--- config.mk ---
export PLATFORM = sky130hd
export DESIGN_NAME = seq_rca_adder
export DESIGN_NICKNAME = d
export VERILOG_FILES = /design/src/rtl/seq_rca_adder.sv
export SDC_FILE = /design/constraint.sdc
export NUM_CORES = 1
export LEC_CHECK = 0
export ABC_AREA = 1
export CAP_MARGIN = 20
export CORE_ASPECT_RATIO = 1.5
export CORE_MARGIN = 3
export CORE_UTILIZATION = 53
export DETAILED_ROUTE_END_ITERATION = 10
export MAX_ROUTING_LAYER = met4
export PLACE_DENSITY = 0.8
export SYNTH_ARGS = -nofsm -noshare
export SYNTH_HDL_FRONTEND = slang
export SYNTH_SLANG_ARGS = --single-unit
--- constraint.sdc ---
create_clock -name clk -period 3.4 [get_ports clk]
set_input_delay 0.68 -clock clk [delete_from_list [all_inputs] [get_ports clk]]
set_output_delay 0.68 -clock clk [all_outputs]
set_load 0.02 [all_outputs]
--- src/rtl/seq_rca_adder.sv ---
// seq_rca_adder: multi-cycle ripple-carry adder.
//
// Computes {cout, s} = a + b + cin (unsigned, WIDTH bits) by adding CHUNK
// bits per clock. The carry is registered between chunks, so the critical
// path is a single CHUNK-bit ripple. Valid/ready handshake on both sides.
//
// Parameters:
//   WIDTH  operand/sum width (>= 1)
//   CHUNK  bits added per cycle (>= 1, must divide WIDTH)
//
// Ports:
//   clk, rst_n          clock, asynchronous active-low reset
//   in_valid, in_ready  operand handshake (a, b, cin taken on in_valid & in_ready)
//   a, b, cin           operands and carry-in
//   out_valid, out_ready result handshake
//   s, cout             sum and carry-out, held until the next result is loaded
//   ovf                 signed overflow (only with SEQ_RCA_ADDER_OVF_EN defined)
//   busy                high whenever the FSM is not idle
//
// Optional macro SEQ_RCA_ADDER_OVF_EN adds the ovf output.

module seq_rca_adder #(
    parameter int WIDTH = 16,
    parameter int CHUNK = 4
) (
    input  logic             clk,
    input  logic             rst_n,
    input  logic             in_valid,
    output logic             in_ready,
    input  logic [WIDTH-1:0] a,
    input  logic [WIDTH-1:0] b,
    input  logic             cin,
    output logic             out_valid,
    input  logic             out_ready,
    output logic [WIDTH-1:0] s,
    output logic             cout,
`ifdef SEQ_RCA_ADDER_OVF_EN
    output logic             ovf,
`endif
    output logic             busy
);

    localparam int NCHUNK = (CHUNK > 0) ? (WIDTH / CHUNK) : 1;
    localparam int CNT_W  = (NCHUNK > 1) ? $clog2(NCHUNK) : 1;

    if (WIDTH < 1 || CHUNK < 1 || (WIDTH % CHUNK) != 0) begin : g_bad_params
        $error("seq_rca_adder: WIDTH must be >= 1 and CHUNK >= 1 must divide WIDTH");
    end

    typedef enum logic [1:0] {
        IDLE = 2'd0,
        ADD  = 2'd1,
        DONE = 2'd2
    } state_t;

    state_t             state, state_nxt;

    logic [WIDTH-1:0]   a_r, b_r;
    logic [WIDTH-1:0]   acc, acc_nxt;
    logic               carry;
    logic [CNT_W-1:0]   cnt;
    logic               last;
    logic [CHUNK:0]     csum;

    assign last = (cnt == CNT_W'(NCHUNK - 1));

    // One chunk of ripple per cycle; acc_nxt is the accumulator with the
    // current chunk merged in, so the final edge can load s directly.
    always_comb begin
        csum = {1'b0, a_r[cnt*CHUNK +: CHUNK]}
             + {1'b0, b_r[cnt*CHUNK +: CHUNK]}
             + {{CHUNK{1'b0}}, carry};
        acc_nxt = acc;
        acc_nxt[cnt*CHUNK +: CHUNK] = csum[CHUNK-1:0];
    end

    // State register
    always_ff @(posedge clk or negedge rst_n) begin
        if (!rst_n) state <= IDLE;
        else        state <= state_nxt;
    end

    // Next state and state-decoded handshake outputs
    always_comb begin
        state_nxt = state;
        in_ready  = 1'b0;
        out_valid = 1'b0;
        busy      = 1'b1;
        case (state)
            IDLE: begin
                in_ready = 1'b1;
                busy     = 1'b0;
                if (in_valid) state_nxt = ADD;
            end
            ADD: begin
                if (last) state_nxt = DONE;
            end
            DONE: begin
                out_valid = 1'b1;
                if (out_ready) state_nxt = IDLE;
            end
            default: begin
                state_nxt = IDLE;
                busy      = 1'b0;
            end
        endcase
    end

    // Datapath
    always_ff @(posedge clk or negedge rst_n) begin
        if (!rst_n) begin
            a_r   <= '0;
            b_r   <= '0;
            acc   <= '0;
            carry <= 1'b0;
            cnt   <= '0;
            s     <= '0;
            cout  <= 1'b0;
`ifdef SEQ_RCA_ADDER_OVF_EN
            ovf   <= 1'b0;
`endif
        end else begin
            case (state)
                IDLE: begin
                    if (in_valid) begin
                        a_r   <= a;
                        b_r   <= b;
                        carry <= cin;
                        cnt   <= '0;
                    end
                end
                ADD: begin
                    acc   <= acc_nxt;
                    carry <= csum[CHUNK];
                    cnt   <= cnt + 1'b1;
                    if (last) begin
                        s    <= acc_nxt;
                        cout <= csum[CHUNK];
`ifdef SEQ_RCA_ADDER_OVF_EN
                        // Carry into the MSB recovered from the MSB sum bit
                        // (sum = a ^ b ^ carry_in); overflow when it differs
                        // from the carry out of the MSB.
                        ovf  <= (acc_nxt[WIDTH-1] ^ a_r[WIDTH-1] ^ b_r[WIDTH-1])
                                ^ csum[CHUNK];
`endif
                    end
                end
                default: ;
            endcase
        end
    end

endmodule

==> metrics <==
WP data arrival 2.94 ns; Total GRT Usage 0.212; Nets 463; Worst setup EP type register; FF+latch count, synth 70; Post-DRT Antenna Nets 0; Flop pwr share 0.343; Avg WL per Cell 14.4 um; Sum Neg Setup Slack 0 ns; Max Clock Skew 0.00928 ns; area leader, netlist dfrtp_1; area share of and/or/nand/nor cells after synthesis 0.161; pin count of the biggest net entering global routing 34; vias in the first global route 2671; Post-DP Area 0.00399 sq mm; via count 2632; Die Footprint 0.00737 sq mm; # IOs 57; XOR/XNOR Fraction of Synth Area 0.00483; worst setup margin 0.751 ns; post-layout min period 2.65 ns; H-Tree Level Count 3; Max Clock Freq 378 MHz; Vias/cell 5.36; Post-Syn Nets 405; Post-Syn Area per Cell 9.52 sq um; Root Driver clkbuf_8; DP Worst Slack 0.805 ns; area of the mapped netlist 0.00337 sq mm; cts bufs inserted 9; fraction of layout instances using a drive strength above 1 0.0887; RSZ-0062 raised after global routing no; Slew headroom 0.509; Worst Reg2Reg Path Length in Cells 10; maxcap violations 0; clock tree buffer depth 2; CTS clock-pin slew for the worst setup and hold paths 0.08 ns; Die Ht 104 um; Power Density 973 mW/mm^2; Main synth FF type dfrtp_1; Syn. warnings 0; Async SR Flop Fraction 1.00; final critical-path share of the clock period 0.779; most frequent cells after synthesis 98 x nand2_1, 70 x dfrtp_1, 32 x mux2_1, 23 x inv_1, 20 x nor2_1; flop2flop setup slack 0.75 ns; Pleak 1.93 nW; Area Growth Syn to Fin 23.8%; Reg-to-Reg Start cnt[0]$_DFFE_PN0P_; maximum VDD drop 0.755 mV; gr ovfl total 0; RR Endpoint s[6]$_DFFE_PN0P_; status completed; Combinational Power Share 0.504; total setup buffers inserted after CTS 0; number of synthesized flops with an enable pin 0; CTS tree yes; synthesized instance count 354; routed wire length 7.07 mm; Yosys cell types 25; non-filler cells, final 491; largest family of logic cells by synthesized area simple AND/OR/NAND/NOR gates; sequential fraction of the synthesis area 0.520; Clock Sinks 70; post-synth top area share 0.520; Clk pwr share 0.153; adder-cell share of the synthesized area 0.0564; Post-route DRC 0; P_sw 1.74 mW; clk_lat worst skew 0.35 ns; antenna cells 0; cell with the most instances after synthesis nand2_1; cell count after placement 475; complex-gate fraction of the synthesized area 0.100; Placement Rows 35; CORE AREA 0.00617 sq mm; Iter 0 DRT Violations 224; crit path max fanout 23; filler instances 483; post-cts sizing count 0; dpl hpwl 5.14 mm; first-pass GRT wire length 12.1 mm; 1st-pass router iterations 4; Die X 71.1 um; Net Sw Frac 0.429; count of final setup violators 0; critical path class reg2reg; Worst Max-Slew Pin Slew 0.734 ns; Final Wtd Congestion 0.888; Tightest Hold Check Type in2async; cts hold-fix bufs 0; Final Cell Area 0.00417 sq mm; count of final hold-check violations 0; Slew Limit Fails 0; top post-synthesis cells by area dfrtp_1 52%, nand2_1 11%, mux2_1 11%; initial antenna violation count 0; Initial Util 0.546; Crit path required time 3.70 ns; Startpoint Class register; Pint 2.32 mW; mux cell area share after synthesis 0.107; Port Buffers 56
==> final cells by class <==
cell class | count | area [sq um] | share of cell area
Clock buffer | 11 | 151 | 0.0363
Clock inverter | 5 | 33.8 | 0.00809
Inverter | 30 | 113 | 0.0270
Multi-Input combinational cell | 241 | 1450 | 0.347
Sequential cell | 70 | 1750 | 0.420
Tap cell | 74 | 92.6 | 0.0222
Timing Repair Buffer | 60 | 586 | 0.140
==> power groups by stage <==
stage | registers (mW) | clock network [mW] | logic (mW)
after floorplan | 1.41 | 0 | 1.44
after global placement | 1.40 | 0 | 1.97
after detailed placement | 1.41 | 0 | 2.04
after CTS | 1.40 | 0.626 | 2.06
after global routing | 1.44 | 0.661 | 2.29
final | 1.39 | 0.622 | 2.05
==> layout by cell type (no fill, tap or decap) <==
cell type         n
o21ai_0          17
buf_4             4
o21ai_1          19
o221ai_1          1
buf_2             1
a31oi_1           2
inv_1            23
clkbuf_8         11
nand4_1           3
o21ai_2           3
clkinv_2          2
a21oi_1           2
xor2_2            1
fa_1              2
nand2_1          98
nand2_2           3
o22ai_2           1
nor2_1           20
nand3_2           1
or2_1             1
o22ai_1          14
clkinvlp_4        2
ha_1             12
mux2_1           32
clkinv_4          1
nand3_1           9
dfrtp_1          70
clkdlybuf4s50_1  55
inv_2             7
==> layer usage <==
metal | vias to the layer above | global-route usage | share of wire | wire length (um)
li1 | 1283 | - | - | -
met1 | 1271 | 0.250 | 0.40 | 2840
met2 | 66 | 0.351 | 0.54 | 3800
met3 | 12 | 0.0330 | 0.039 | 276
met4 | 0 | 0.0954 | 0.021 | 147
met5 | - | - | 0 | 0
==> state kept, by name, indices dropped and copies added, names as in the netlist <==
register	flops
cnt	2
s	16
state	2
acc	16
a_r	16
cout	1
carry	1
b_r	16
==> worst max path at each step <==
stage / from / endpoint / cells past startpoint
6_report: cnt[0]$_DFFE_PN0P_ / s[6]$_DFFE_PN0P_ / 10
5_1_grt: cnt[0]$_DFFE_PN0P_ / s[6]$_DFFE_PN0P_ / 10
4_1_cts: cnt[1]$_DFFE_PN0P_ / s[6]$_DFFE_PN0P_ / 10
3_5_place_dp: cnt[1]$_DFFE_PN0P_ / s[14]$_DFFE_PN0P_ / 10
3_3_place_gp: cnt[0]$_DFFE_PN0P_ / s[6]$_DFFE_PN0P_ / 10
2_1_floorplan: cnt[0]$_DFFE_PN0P_ / s[14]$_DFFE_PN0P_ / 12
==> per-stage QoR <==
stage | util | hold WS [ns] | total power [mW]
after floorplan | - | 0.384 | 2.85
after global placement | 0.646 | 0.461 | 3.37
after detailed placement | 0.646 | 0.465 | 3.45
after CTS | 0.676 | 0.383 | 4.08
after global routing | 0.676 | 0.408 | 4.38
final | 0.676 | 0.364 | 4.06
==> kinds of logic (layout without fill, tap and decap cells) <==
group / count (synthesis) / in the layout
buffers and inverters: 43 / 106
adder cells (fa/ha/maj): 14 / 14
AO/OA/AOI/OAI: 59 / 59
AND/OR/NAND/NOR: 135 / 135
flip-flops: 70 / 70
multiplexers: 32 / 32
XOR/XNOR: 1 / 1
==> critical path, cell delays in order, from the launching register on <==
cell     delay, ns
dfrtp_1       0.47
inv_2         0.21
o21ai_0       0.20
o22ai_1       0.11
fa_1          0.46
fa_1          0.45
xor2_2        0.25
nand3_2       0.13
o21ai_2       0.16
nand2_1       0.09
nand2_1       0.07
Power figures use the tool's default switching activity.
